===== config.mk =====
export PLATFORM = sky130hd
export DESIGN_NAME = tcm_arbiter
export DESIGN_NICKNAME = d
export VERILOG_FILES = /design/src/rtl/tcm_pkg.sv /design/src/rtl/rr_pick.sv /design/src/rtl/tcm_arbiter.sv
export SDC_FILE = /design/constraint.sdc
export NUM_CORES = 1
export LEC_CHECK = 0
export CORE_AREA = 2 2 119 121
export DETAILED_ROUTE_END_ITERATION = 6
export DIE_AREA = 0 0 121 123
export PLACE_DENSITY = 0.78
export SLEW_MARGIN = 30
export SYNTH_ARGS = -nofsm -noshare
export SYNTH_HDL_FRONTEND = slang
export SYNTH_SLANG_ARGS = --single-unit

===== constraint.sdc =====
create_clock -name clk_i -period 4.28 [get_ports clk_i]
set_input_delay 0.856 -clock clk_i [delete_from_list [all_inputs] [get_ports clk_i]]
set_output_delay 0.856 -clock clk_i [all_outputs]
set_load 0.005 [all_outputs]

===== src/rtl/tcm_pkg.sv =====
// Shared types for the TCM port arbiter: FSM state encoding and byte-lane width.
package tcm_pkg;

  typedef enum logic [1:0] {
    ST_IDLE  = 2'd0,
    ST_ISSUE = 2'd1,
    ST_WAIT  = 2'd2
  } state_e;

  localparam int BYTE_W = 8;

endpackage


===== src/rtl/rr_pick.sv =====
// Combinational cyclic priority encoder: first set req bit at or after prio_i.
module rr_pick #(
  parameter int N  = 4,
  parameter int IW = $clog2(N)
) (
  input  logic [N-1:0]  req_i,
  input  logic [IW-1:0] prio_i,
  output logic          valid_o,
  output logic [IW-1:0] idx_o
);

  localparam logic [IW:0] N_W = (IW+1)'(N);

  logic [N-1:0] req_rot;
  logic [IW:0]  sum;

  always_comb begin
    // Rotate so bit 0 is the master at prio_i; the lowest set bit then wins.
    req_rot = (req_i >> prio_i) | (req_i << (N_W - {1'b0, prio_i}));
    valid_o = 1'b0;
    sum     = '0;
    for (int i = N-1; i >= 0; i--) begin
      if (req_rot[i]) begin
        valid_o = 1'b1;
        sum     = {1'b0, prio_i} + (IW+1)'(i);
      end
    end
    if (sum >= N_W) sum = sum - N_W;
    idx_o = sum[IW-1:0];
  end

endmodule


===== src/rtl/tcm_arbiter.sv =====
// Round-robin arbiter sharing one TCM RAM port among N masters; one access at a time,
// registered command, RAM response routed combinationally back to the granted master.
module tcm_arbiter
  import tcm_pkg::*;
#(
  parameter int N_MASTERS  = 4,
  parameter int DATA_WIDTH = 32,
  parameter int N_ENTRIES  = 1024,
  parameter int ADDRW      = $clog2(N_ENTRIES)
) (
  input  logic                                     clk_i,
  input  logic                                     rstn_i,
  input  logic [N_MASTERS-1:0]                     m_req_i,
  input  logic [N_MASTERS-1:0]                     m_we_i,
  input  logic [N_MASTERS*(DATA_WIDTH/BYTE_W)-1:0] m_be_i,
  input  logic [N_MASTERS*ADDRW-1:0]               m_addr_i,
  input  logic [N_MASTERS*DATA_WIDTH-1:0]          m_data_i,
  output logic [N_MASTERS-1:0]                     m_ready_o,
  output logic [DATA_WIDTH-1:0]                    m_data_o,
  output logic                                     mem_en_o,
  output logic                                     mem_we_o,
  output logic [DATA_WIDTH/BYTE_W-1:0]             mem_be_o,
  output logic [ADDRW-1:0]                         mem_addr_o,
  output logic [DATA_WIDTH-1:0]                    mem_data_o,
  input  logic [DATA_WIDTH-1:0]                    mem_data_i,
  input  logic                                     mem_ready_i
);

  localparam int BE_W = DATA_WIDTH / BYTE_W;
  localparam int GW   = $clog2(N_MASTERS);

  state_e                state_q;
  logic [GW-1:0]         prio_q, prio_d, gnt_q;
  logic                  pick_valid;
  logic [GW-1:0]         pick_idx;
  logic                  done;
  logic                  mem_en_q, mem_we_q;
  logic [BE_W-1:0]       mem_be_q;
  logic [ADDRW-1:0]      mem_addr_q;
  logic [DATA_WIDTH-1:0] mem_data_q;

  logic [BE_W-1:0]       be_a   [N_MASTERS];
  logic [ADDRW-1:0]      addr_a [N_MASTERS];
  logic [DATA_WIDTH-1:0] data_a [N_MASTERS];

  for (genvar k = 0; k < N_MASTERS; k++) begin : g_split
    assign be_a[k]   = m_be_i[k*BE_W +: BE_W];
    assign addr_a[k] = m_addr_i[k*ADDRW +: ADDRW];
    assign data_a[k] = m_data_i[k*DATA_WIDTH +: DATA_WIDTH];
  end

  rr_pick #(.N(N_MASTERS), .IW(GW)) u_pick (
    .req_i   (m_req_i),
    .prio_i  (prio_q),
    .valid_o (pick_valid),
    .idx_o   (pick_idx)
  );

  always_comb begin
    if (gnt_q == GW'(N_MASTERS-1)) prio_d = '0;
    else                           prio_d = gnt_q + 1'b1;
  end

  // A response landing while reset is applied is dropped; the master re-requests.
  assign done = (state_q == ST_WAIT) && mem_ready_i && rstn_i;

  always_comb begin
    m_ready_o = '0;
    if (done) m_ready_o[gnt_q] = 1'b1;
  end

  assign m_data_o   = mem_data_i;
  assign mem_en_o   = mem_en_q;
  assign mem_we_o   = mem_we_q;
  assign mem_be_o   = mem_be_q;
  assign mem_addr_o = mem_addr_q;
  assign mem_data_o = mem_data_q;

  always_ff @(posedge clk_i) begin
    if (!rstn_i) begin
      state_q    <= ST_IDLE;
      prio_q     <= '0;
      gnt_q      <= '0;
      mem_en_q   <= 1'b0;
      mem_we_q   <= 1'b0;
      mem_be_q   <= '0;
      mem_addr_q <= '0;
      mem_data_q <= '0;
    end else begin
      mem_en_q <= 1'b0;
      unique case (state_q)
        ST_IDLE: begin
          if (pick_valid) begin
            gnt_q      <= pick_idx;
            mem_en_q   <= 1'b1;
            mem_we_q   <= m_we_i[pick_idx];
            mem_be_q   <= be_a[pick_idx];
            mem_addr_q <= addr_a[pick_idx];
            mem_data_q <= data_a[pick_idx];
            state_q    <= ST_ISSUE;
          end
        end
        ST_ISSUE: state_q <= ST_WAIT;
        ST_WAIT: begin
          if (mem_ready_i) begin
            prio_q  <= prio_d;
            state_q <= ST_IDLE;
          end
        end
        default: state_q <= ST_IDLE;
      endcase
    end
  end

endmodule


[Word-level counts from Yosys, hierarchy flattened]
Index checks and enable logic that the tools add are counted.
Storage, ports and cells
  logic and storage cells: 64
  bits in registers: 54
  output and inout bits: 84
Operators by class
  equality and inequality tests: 5
  multiplexer cells: 28
  $lt $le $gt $ge: 5
  bitwise gates (word level): 2
  $add $sub $neg: 6
  shifts and indexed selects: 2
  reductions and logical operators: 8
Operators with widths (count)
  32-bit binary-select mux with 2-bit select: 1
  32-bit 2-to-1 mux: 2
  10-bit binary-select mux with 2-bit select: 1
  10-bit 2-to-1 mux: 2
  3-bit 2-to-1 mux: 4
  4-bit 2-to-1 mux: 3
  4-bit binary-select mux with 2-bit select: 1
  2-bit 2-to-1 mux: 4
  2-bit AND reduction: 4
  1-bit 2-to-1 mux: 7
  2-bit by 2-bit adder with 3-bit output (second input constant): 2
  3-bit >= comparator (second input constant): 2
  2-bit by 3-bit < comparator with 1-bit output (second input constant): 2
  2-bit one-hot mux with 3 select lines: 1
  2-bit == test (second input constant): 2
  2-bit inequality test (second input constant): 2
  4-bit OR: 1
  4-bit by 3-bit left shift with 4-bit output: 1
  4-bit by 2-bit >> shifter with 4-bit output: 1
  2-bit by 1-bit adder with 3-bit output (second input constant): 1
  1-bit logical AND: 3
  2-bit NOT with 3-bit output: 1
  3-bit by 2-bit subtractor with 3-bit output (first input constant): 1
  2-bit by 1-bit adder with 2-bit output (second input constant): 1
  6 further kinds: 6

[Depth between registers and ports, before layout]
Gate-level depths: netlist (run 1).
  depth after elaboration: 13
  gate-level depth with buffers: 14

[Cells and area by module]
Synthesis (run 1) repeated with hierarchy kept, for this count alone.
Unflattened totals
  cell total of the unflattened synthesis: 276
  area, all modules: 3500.9 um^2
By module, submodules not included
  tcm_arbiter: area an instance 3138.0 um^2, cells an instance 228, times used 1
  rr_pick: area an instance 362.8 um^2, cells an instance 48, times used 1

[Least setup slack after synthesis (run 1)]
Ideal clock, no wire load.
  path type: reg2reg
  start: reg prio_q[1]
  end: reg mem_addr_q[4], in the netlist mem_addr_o[4]
  library setup time: 0.132 ns
  data required time: 4.148 ns
  cell stages (with the launch flop): 14
  slack: 1.401 ns
  clock period less this slack: 2.879 ns
  arrival: 2.746 ns
  path buffers: 4
  path through: dfxtp_1 > clkbuf_1 > inv_1 > ha_1 > buf_4 > or2_1 > o221ai_2 > a211o_1 > o31ai_4 > o21ai_4 > buf_6 > buf_2 > a211oi_1 > o31ai_2
On the way
  longest elaborated chain between the ends: 13
  elaborated cells between the ends (all ways): 23
  those cells by class: add/sub: 5; order compare: 1; shift: 2; mux: 12; bitwise: 2; reduce/logical: 1
RTL lines
  start: declaration: RTL line tcm_arbiter.sv:33  | logic [GW-1:0] prio_q, prio_d, gnt_q;
  start signal: assignment: RTL line tcm_arbiter.sv:106  | prio_q <= prio_d;
  3-bit by 2-bit subtractor with 3-bit output: RTL line rr_pick.sv:19  | req_rot = (req_i >> prio_i) | (req_i << (N_W - {1'b0, prio_i}));
  4-bit by 3-bit left shift with 4-bit output: RTL line rr_pick.sv:19
  4-bit OR: RTL line rr_pick.sv:19
  3-bit 2-to-1 mux (4 in series): RTL line rr_pick.sv:23  | if (req_rot[i]) begin
  3-bit >= comparator / 2-bit by 1-bit subtractor with 2-bit output (equally long branches): RTL line rr_pick.sv:28  | if (sum >= N_W) sum = sum - N_W;
  2-bit 2-to-1 mux: RTL line rr_pick.sv:28
  2-bit NOT with 3-bit output (not written as such): RTL line tcm_arbiter.sv:98  | mem_addr_q <= addr_a[pick_idx];
  10-bit binary-select mux with 2-bit select: RTL line tcm_arbiter.sv:98
  10-bit 2-to-1 mux (not written as such) (2 in series): RTL line tcm_arbiter.sv:98
  end signal: assignment: RTL line tcm_arbiter.sv:98
  end: declaration: RTL line tcm_arbiter.sv:39  | logic [ADDRW-1:0] mem_addr_q;
Parallel ways exist; a longest one is shown, timed or not. The select of a mux whose other input is x is not followed.
A chain may end at the register's enable or synchronous reset.

[Final worst setup path (run 1)]
  start: reg prio_q[1]
  end: reg mem_be_q[2], in the netlist mem_be_o[2]
On the way
  longest elaborated chain between the ends: 13
  elaborated cells between the ends (all ways): 23
  those cells by class: add/sub: 5; order compare: 1; shift: 2; mux: 12; bitwise: 2; reduce/logical: 1
RTL lines
  3-bit by 2-bit subtractor with 3-bit output: RTL line rr_pick.sv:19
  4-bit by 3-bit left shift with 4-bit output: RTL line rr_pick.sv:19
  4-bit OR: RTL line rr_pick.sv:19
  3-bit 2-to-1 mux (4 in series): RTL line rr_pick.sv:23
  3-bit >= comparator / 2-bit by 1-bit subtractor with 2-bit output (equally long branches): RTL line rr_pick.sv:28
  2-bit 2-to-1 mux: RTL line rr_pick.sv:28
  2-bit NOT with 3-bit output (not written as such): RTL line tcm_arbiter.sv:97  | mem_be_q <= be_a[pick_idx];
  4-bit binary-select mux with 2-bit select: RTL line tcm_arbiter.sv:97
  4-bit 2-to-1 mux (not written as such) (2 in series): RTL line tcm_arbiter.sv:97
  end signal: assignment: RTL line tcm_arbiter.sv:97
  end: declaration: RTL line tcm_arbiter.sv:38  | logic [BE_W-1:0] mem_be_q;
Parallel ways exist; a longest one is shown, timed or not. The select of a mux whose other input is x is not followed.

==> results of run 1 <==
-- registers in the layout, indices dropped and copies added, names as in the netlist --
name and count:
mem_we_o 1, prio_q 2, mem_addr_o 10, mem_en_o 1, state_q 2, mem_be_o 4, mem_data_o 32, gnt_q 2
-- area by class of cell --
class	instances	area, sq um	share of cell area (%)
multi-input combinational	392	3040	42.5
timing repair buffer	262	2620	36.5
sequential	54	1080	15.1
tap	180	225	3.15
clock buffer	7	133	1.85
clock inverter	1	30.0	0.420
inverter	8	30.0	0.420
-- routing by layer --
metal / GRT usage [%] / up-vias
li1: - / 2375
met2: 39.4 / 236
met3: 4.52 / 40
met4: 9.08 / 0
met5: 0 / -
met1: 27.1 / 2388
-- critical path: stages (launching register included) --
cell and delay [ns]:
dfxtp_1 0.62, inv_1 0.13, ha_1 0.53, mux2i_1 0.24
o21ai_0 0.14, a21oi_1 0.47, or3_2 0.88, a21oi_1 0.15
a211oi_1 0.33, o31ai_2 0.09
-- through the flow --
step                util, %  std cells  total power, uW  instance area, sq um  hold WS, ns
global placement       51.3        895             1740                  6980        0.436
CTS                    52.6        904             2250                  7160        0.461
finish                 52.6        904             2240                  7160        0.454
global route           52.6        904             2350                  7160        0.470
detailed placement     51.4        896             1770                  6990        0.443
floorplan                 -        550             1300                  4750        0.447
-- path summary, 6_finish.rpt --
path / startpoint / to
max reg2reg: prio_q[1] / mem_be_o[2]
min: mem_data_o[24] / mem_data_o[24]
max: prio_q[1] / mem_be_o[2]
min reg2reg: mem_data_o[24] / mem_data_o[24]
-- placed cells by master, fill, tap and decap left out, types with 13 or more instances in the layout --
master             n
buf_4             13
dfxtp_1           54
o211a_1           47
o31ai_1           16
clkdlybuf4s50_1  246
nand2_1           96
a211oi_2          40
a21oi_1           51
o31ai_2           31
a211oi_1          55
-- logic make-up after synthesis --
kind of cell,count (synthesis)
fa+ha+maj,5
buf+inv,104
compound gates,256
simple gates,121
flops,54
mux,10
-- power breakdown --
group / internal [uW] / switching [uW] / leakage (uW) / total, uW
clock: 278 / 194 / 0.0000781 / 472
combinational: 564 / 555 / 0.00230 / 1120
sequential: 596 / 53.8 / 0.000446 / 649
==> flow_metrics.py, run 1 <==
metrics = {
    "clocking": {
        "post_cts_resize_count": 0,
        "hold_buffers": 0,
        "numCtsBuffers": 5,
        "cts.sinks": 54,
        "clock_latency_ns": 0.30,
        "h-tree-depth": 2,
        "post_cts_buffers": 0,
        "cts_buffer_depth": 2,
        "cts_tree": "built",
        "root_buffer": "clkbuf_16",
        "clkTransAtPathRegs_ns": 0.07,
    },
    "synth": {
        "synth_compound_area_share_pct": 48.9,
        "synthFlopType": "dfxtp_1",
        "synth-simple-area-share_pct": 10.5,
        "synth_top_area_share_pct": 22.7,
        "synth.most_common_cell": "nand2_1",
        "yosys.area.top_type": "dfxtp_1",
        "synth.area.top_cells": "dfxtp_1 23%, a211oi_2 11%, o211a_1 9.9%",
        "ys_types": 41,
        "synth_adder_area_share_pct": 1.32,
        "synth_common_cells": "96 x nand2_1, 55 x a211oi_1, 54 x dfxtp_1",
        "yosysWarnings": 0,
        "synthCells": 550,
        "synth_edf_count": 0,
        "synthesis.area_sq_um": 4750,
        "synth_area_per_cell_sq_um": 8.64,
        "syn_nets": 782,
        "async_flop_share_pct": 0,
        "ys_seq_elements": 54,
        "synth_top_family_by_area": "compound AO/OA/AOI/OAI gates",
        "muxShareOfSynthArea_pct": 2.47,
        "synth-seq-area-share_pct": 22.7,
        "synth_xor_area_share_pct": 0,
    },
    "floorplanning": {
        "die_w_um": 121,
        "fp.dieArea_sq_um": 14900,
        "initial_core_util_pct": 34.9,
        "coreArea_sq_um": 13600,
        "ios": 311,
        "die_h_um": 123,
        "num_rows": 43,
    },
    "sta": {
        "hold_violations": 0,
        "worst_pin_slew_ns": 1.02,
        "timing.final.ws_setup_ns": 0.533,
        "finClkSkew_ns": 0.00725,
        "tns_ns": 0,
        "maxSlewHeadroom_pct": 32.2,
        "max_freq_mhz": 267,
        "finalCritPeriodShare_pct": 87.5,
        "grt_setup_unrepaired": "false",
        "setup_viol": 0,
        "timing.final.crit_period_ns": 3.75,
        "slew_viol_final": 0,
    },
    "placement": {
        "io_buffer_count": 246,
        "pre_cts_ws_ns": 0.610,
        "gp_congestion": 0.895,
        "dp_hpwl_mm": 12.6,
    },
    "routing": {
        "routed.top_layer": "met4",
        "first_pass_iters": 6,
        "wl_met1_mm": 7.23,
        "wl_mm": 17.8,
        "vias": 5039,
        "first_iter_violations": 403,
        "avgViaCountPerCell": 5.57,
        "drcViolationCount": 0,
        "ant_nets": 0,
        "dr_wl_met2_mm": 8.76,
        "routedWlPerCell_um": 19.7,
        "dr_wl_met3_mm": 1.30,
    },
    "pwr": {
        "ir_worst_vdd_mv": 0.238,
        "p_leak_uw": 0.00283,
        "p_per_area_nw_per_um2": 313,
    },
    "cells_and_area": {
        "drive_above_1_share_pct": 15.1,
        "antenna_cells": 0,
        "nNetsFinal": 955,
        "fill_cells": 1263,
        "syn_to_final_growth_pct": 50.6,
    },
    "setup_path": {
        "critical_path_class": "flop to flop",
        "arrival_ns": 3.92,
        "worst_ep_required_time_ns": 4.45,
        "regToRegSetupSlack_ns": 0.53,
        "crit_path_end_kind": "flop",
        "rr_worst_depth": 9,
        "crit_fanout": 47,
        "cp-start-kind": "flop",
    },
    "global_routing": {
        "grt_max_degree": 54,
        "grt_pass1_wl_mm": 26.5,
        "antenna_found_initial": 0,
        "overflow": 0,
        "grt_pass1_vias": 5017,
        "grt_usage_pct": 22.6,
    },
    "min_path": {
        "hold_path_depth": 2,
        "hp-class": "flop to flop",
    },
    "flow_run": {
        "drv_cap": 0,
    },
    "status": {
        "status": "finished, final reports clean",
    },
}
(Power assumes the default switching activity.)
==> run 2: changes to the inputs <==
--- a/config.mk
+++ b/config.mk
@@ -9,7 +9,8 @@
 export DETAILED_ROUTE_END_ITERATION = 6
 export DIE_AREA = 0 0 121 123
 export PLACE_DENSITY = 0.78
-export SLEW_MARGIN = 30
+export RECOVER_POWER = 100
+export SLEW_MARGIN = 20
 export SYNTH_ARGS = -nofsm -noshare
 export SYNTH_HDL_FRONTEND = slang
 export SYNTH_SLANG_ARGS = --single-unit
==> run 2 against run 1 <==
Compared with the run above: non-clock buffer count unchanged; power decreased by 1.4%; sequential power about the same; critical endpoint is now mem_data_o[19].
==> flow_metrics.py, run 2 (synthesis gave the netlist of run 1 again) <==
metrics = {
    "global_routing": {
        "grt_usage_pct": 22.7,
        "grt_max_degree": 54,
        "grt_pass1_vias": 5048,
        "antenna_found_initial": 0,
        "overflow": 0,
        "grt_pass1_wl_mm": 26.6,
    },
    "status": {
        "status": "finished, final reports clean",
    },
    "clocking": {
        "h-tree-depth": 2,
        "post_cts_buffers": 0,
        "clock_latency_ns": 0.30,
        "numCtsBuffers": 5,
        "cts.sinks": 54,
        "clkTransAtPathRegs_ns": 0.07,
        "root_buffer": "clkbuf_16",
        "cts_tree": "built",
        "hold_buffers": 0,
        "post_cts_resize_count": 0,
        "cts_buffer_depth": 2,
    },
    "pwr": {
        "p_leak_uw": 0.00294,
        "p_per_area_nw_per_um2": 310,
        "totalPowerFinal_uw": 2210,
        "ir_worst_vdd_mv": 0.244,
    },
    "sta": {
        "finClkSkew_ns": 0.00553,
        "tns_ns": 0,
        "hold_violations": 0,
        "slew_viol_final": 0,
        "worst_pin_slew_ns": 0.996,
        "finalCritPeriodShare_pct": 91.1,
        "timing.final.crit_period_ns": 3.90,
        "maxSlewHeadroom_pct": 33.6,
        "setup_viol": 0,
        "holdWs_ns": 0.450,
        "grt_setup_unrepaired": "false",
        "max_freq_mhz": 256,
    },
    "setup_path": {
        "arrival_ns": 4.07,
        "worst-path-buf-inv": 2,
        "critical-path-max-stage-delay_ns": 0.60,
        "path_cells": "inv_1 > ha_1 > or2_0 > o221ai_1 > a211o_1 > o31ai_2 > o21ai_4 > clkbuf_4 > a211oi_1 > o31ai_1",
        "cpMaxStageDelayCell": "dfxtp_1",
        "cpLargestDelayFamily": "compound AO/OA/AOI/OAI gates",
        "crit_path_end_kind": "flop",
        "cp.depth": 10,
        "cp-start-kind": "flop",
        "worst_ep_required_time_ns": 4.45,
        "critical_path_class": "flop to flop",
        "rr_worst_depth": 10,
        "crit_fanout": 52,
    },
    "routing": {
        "vias": 5103,
        "avgViaCountPerCell": 5.65,
        "wl_mm": 17.8,
        "first_iter_violations": 375,
        "routedWlPerCell_um": 19.7,
        "drcViolationCount": 0,
        "ant_nets": 0,
        "first_pass_iters": 5,
    },
    "flow_run": {
        "drv_cap": 0,
    },
    "cells_and_area": {
        "final_common_cell": "clkdlybuf4s50_1",
        "drive_above_1_share_pct": 14.7,
        "fin_area_sq_um": 7130,
        "nNetsFinal": 955,
        "final_cells": 903,
        "fill_cells": 1256,
        "syn_to_final_growth_pct": 50.0,
        "final_cell_mix": "196 x clkdlybuf4s50_1, 96 x nand2_1, 58 x a211oi_1",
        "largest_reg_flops": 32,
        "antenna_cells": 0,
    },
    "floorplanning": {
        "die_h_um": 123,
        "die_w_um": 121,
        "coreArea_sq_um": 13600,
        "initial_core_util_pct": 34.9,
        "num_rows": 43,
        "fp.dieArea_sq_um": 14900,
        "ios": 311,
    },
    "placement": {
        "dp_hpwl_mm": 12.5,
        "io_buffer_count": 246,
        "gp_congestion": 0.895,
        "dpl_cell_area_sq_um": 6980,
        "dp.cells": 895,
    },
    "min_path": {
        "hp-class": "flop to flop",
        "hold_path_depth": 2,
    },
}
-- run 2: final timing paths --
check	startpoint	slack [ns]	to
max	prio_q[1]	0.38	mem_data_o[19]
min	mem_data_o[17]	0.45	mem_data_o[17]
max reg2reg	prio_q[1]	0.38	mem_data_o[19]
min reg2reg	mem_data_o[17]	0.45	mem_data_o[17]
-- run 2: area by class of cell --
type                    instances  area (sq um)  share of cell area (%)
multi-input cells             392          3010                    42.2
repair buffers                262          2610                    36.6
flip-flops and latches         54          1080                    15.2
well taps                     180           225                    3.16
clock buffers                   6           139                    1.95
clock inverters                 1          30.0                   0.421
inverters                       8          30.0                   0.421
-- run 2: metrics by stage --
stage / util [%] / worst slack [ns]
6_report: 52.4 / 0.379
2_1_floorplan: - / 1.40
3_5_place_dp: 51.3 / 0.211
3_3_place_gp: 51.3 / 0.396
5_1_grt: 52.4 / 0.209
4_1_cts: 52.5 / 0.262
-- run 2: metal layers --
| metal | track usage (%) | up-vias | wire, um |
|---|---|---|---|
| met4 | 7.85 | 0 | 306 |
| met3 | 4.61 | 28 | 1480 |
| li1 | - | 2384 | - |
| met5 | 0 | - | 0 |
| met1 | 27.4 | 2436 | 7100 |
| met2 | 40.1 | 255 | 8900 |
-- run 2: worst reg2reg max path: cells and delay by family (launching register included) --
family / cells / cell delay (ns)
fa+ha+maj: 1 / 0.51
compound gates: 6 / 1.76
simple gates: 1 / 0.31
buf+inv: 2 / 0.61
flops: 1 / 0.60
-- run 2: power breakdown --
part / total [uW] / switching [uW] / internal, uW
clock network: 483 / 194 / 289
logic: 1080 / 550 / 529
registers: 647 / 51.2 / 596
==> run 3: changes to the inputs <==
--- a/config.mk
+++ b/config.mk
@@ -5,10 +5,10 @@
 export SDC_FILE = /design/constraint.sdc
 export NUM_CORES = 1
 export LEC_CHECK = 0
-export CORE_AREA = 2 2 119 121
+export CORE_AREA = 2 2 122 124
 export DETAILED_ROUTE_END_ITERATION = 6
-export DIE_AREA = 0 0 121 123
-export PLACE_DENSITY = 0.78
+export DIE_AREA = 0 0 124 126
+export DONT_BUFFER_PORTS = 1
 export RECOVER_POWER = 100
 export SLEW_MARGIN = 20
 export SYNTH_ARGS = -nofsm -noshare
==> run 3 against run 2 <==
Compared with the run above: die area is 5.0% higher; power is 15% lower; clock skew hardly changed; core utilization is 20 points lower; register-to-register slack better by 0.17 ns; fmax is 4.5% higher; largest power group unchanged.
==> flow_metrics.py, run 3 (synthesis gave the netlist of run 1 again) <==
metrics = {
    "setup_path": {
        "rr_worst_depth": 10,
        "arrival_ns": 3.95,
        "crit_path_end_kind": "flop",
        "worst_ep_required_time_ns": 4.50,
        "crit_fanout": 47,
        "cp-start-kind": "flop",
        "critical_path_class": "flop to flop",
    },
    "sta": {
        "finalCritPeriodShare_pct": 87.2,
        "holdWs_ns": 0.493,
        "grt_setup_unrepaired": "false",
        "finClkSkew_ns": 0.00512,
        "max_freq_mhz": 268,
        "tns_ns": 0,
        "timing.final.crit_period_ns": 3.73,
        "hold_violations": 0,
        "maxSlewHeadroom_pct": 37.0,
        "worst_pin_slew_ns": 0.926,
        "setup_viol": 0,
        "slew_viol_final": 0,
    },
    "min_path": {
        "hp-class": "flop to flop",
        "hold_path_depth": 2,
    },
    "routing": {
        "ant_nets": 0,
        "first_iter_violations": 194,
        "wl_mm": 15.6,
        "first_pass_iters": 5,
        "vias": 4066,
        "avgViaCountPerCell": 6.15,
        "routedWlPerCell_um": 23.7,
        "drcViolationCount": 0,
    },
    "pwr": {
        "ir_worst_vdd_mv": 0.167,
        "p_leak_uw": 0.00186,
        "p_per_area_nw_per_um2": 407,
    },
    "cells_and_area": {
        "post-route-util_pct": 32.2,
        "final_common_cell": "nand2_1",
        "drive_above_1_share_pct": 19.1,
        "largest_reg_flops": 32,
        "nNetsFinal": 707,
        "fill_cells": 1489,
        "final_cell_mix": "96 x nand2_1, 69 x a211oi_1, 54 x dfxtp_1",
        "syn_to_final_growth_pct": -3.00,
    },
    "floorplanning": {
        "die_w_um": 124,
        "initial_core_util_pct": 33.2,
        "die_h_um": 126,
        "coreArea_sq_um": 14300,
        "num_rows": 44,
        "ios": 311,
        "fp.dieArea_sq_um": 15600,
    },
    "global_routing": {
        "met3_usage_pct": 5.07,
        "grt_usage_pct": 19.0,
        "grt_pass1_vias": 4158,
        "grt_pass1_wl_mm": 22.9,
        "use_met1_pct": 22.6,
        "grtUsageMet2_pct": 32.4,
        "busiest_layer": "met2",
        "grt_max_degree": 57,
        "overflow": 0,
        "antenna_found_initial": 1,
    },
    "clocking": {
        "root_buffer": "clkbuf_16",
        "cts.sinks": 54,
        "hold_buffers": 0,
        "clkTransAtPathRegs_ns": 0.08,
        "cts_tree": "built",
        "cts_buffer_depth": 2,
        "numCtsBuffers": 5,
        "h-tree-depth": 2,
        "clock_latency_ns": 0.30,
        "post_cts_resize_count": 0,
        "post_cts_buffers": 0,
    },
    "placement": {
        "gp_congestion": 0.910,
        "io_buffer_count": 0,
        "dp_hpwl_mm": 10.9,
    },
    "flow_run": {
        "drv_cap": 0,
    },
    "status": {
        "status": "finished, final reports clean",
    },
}
[run 3: final cells by class]
| class | instances | area [sq um] | area share (%) |
|---|---|---|---|
| Tap cell | 184 | 230 | 4.99 |
| Clock inverter | 1 | 30.0 | 0.651 |
| Timing Repair Buffer | 14 | 165 | 3.58 |
| Sequential cell | 54 | 1080 | 23.5 |
| Antenna cell | 1 | 2.50 | 0.0543 |
| Inverter | 8 | 30.0 | 0.651 |
| Multi-Input combinational cell | 392 | 2940 | 63.7 |
| Clock buffer | 7 | 133 | 2.88 |
[run 3: power breakdown]
| group | internal, uW | switching, uW | leakage (uW) |
|---|---|---|---|
| Clock | 278 | 198 | 0.0000781 |
| Combinational | 266 | 457 | 0.00133 |
| Sequential | 596 | 80.1 | 0.000446 |
[run 3: metrics by stage]
stage	cell area, sq um	std cells	setup WS, ns	total power (uW)
finish	4610	661	0.547	1870
global route	4610	661	0.290	1990
CTS	4710	660	0.756	1920
detailed placement	4550	652	0.752	1440
global placement	4550	652	0.951	1410
floorplan	4750	550	1.40	1300
[run 3: critical path, stage by stage (launching register included)]
cell and delay [ns]:
dfxtp_1 0.61, inv_1 0.12, ha_1 0.49, or2_0 0.33
o221ai_2 0.21, a211o_1 0.31, o31ai_1 0.43, buf_4 0.58
o211a_1 0.24, a211oi_1 0.06, o31ai_1 0.25
[run 3: worst paths after layout]
| path | from | slack (ns) | end |
|---|---|---|---|
| min | mem_addr_o[1] | 0.49 | mem_addr_o[1] |
| max | prio_q[1] | 0.55 | mem_data_o[21] |
| max reg2reg | prio_q[1] | 0.55 | mem_data_o[21] |
| min reg2reg | mem_addr_o[1] | 0.49 | mem_addr_o[1] |
[run 3: metal layers]
metal	wire length, um	vias to the layer above
met2	7510	181
met5	0	-
li1	-	1885
met4	408	0
met1	6410	1959
met3	1310	41
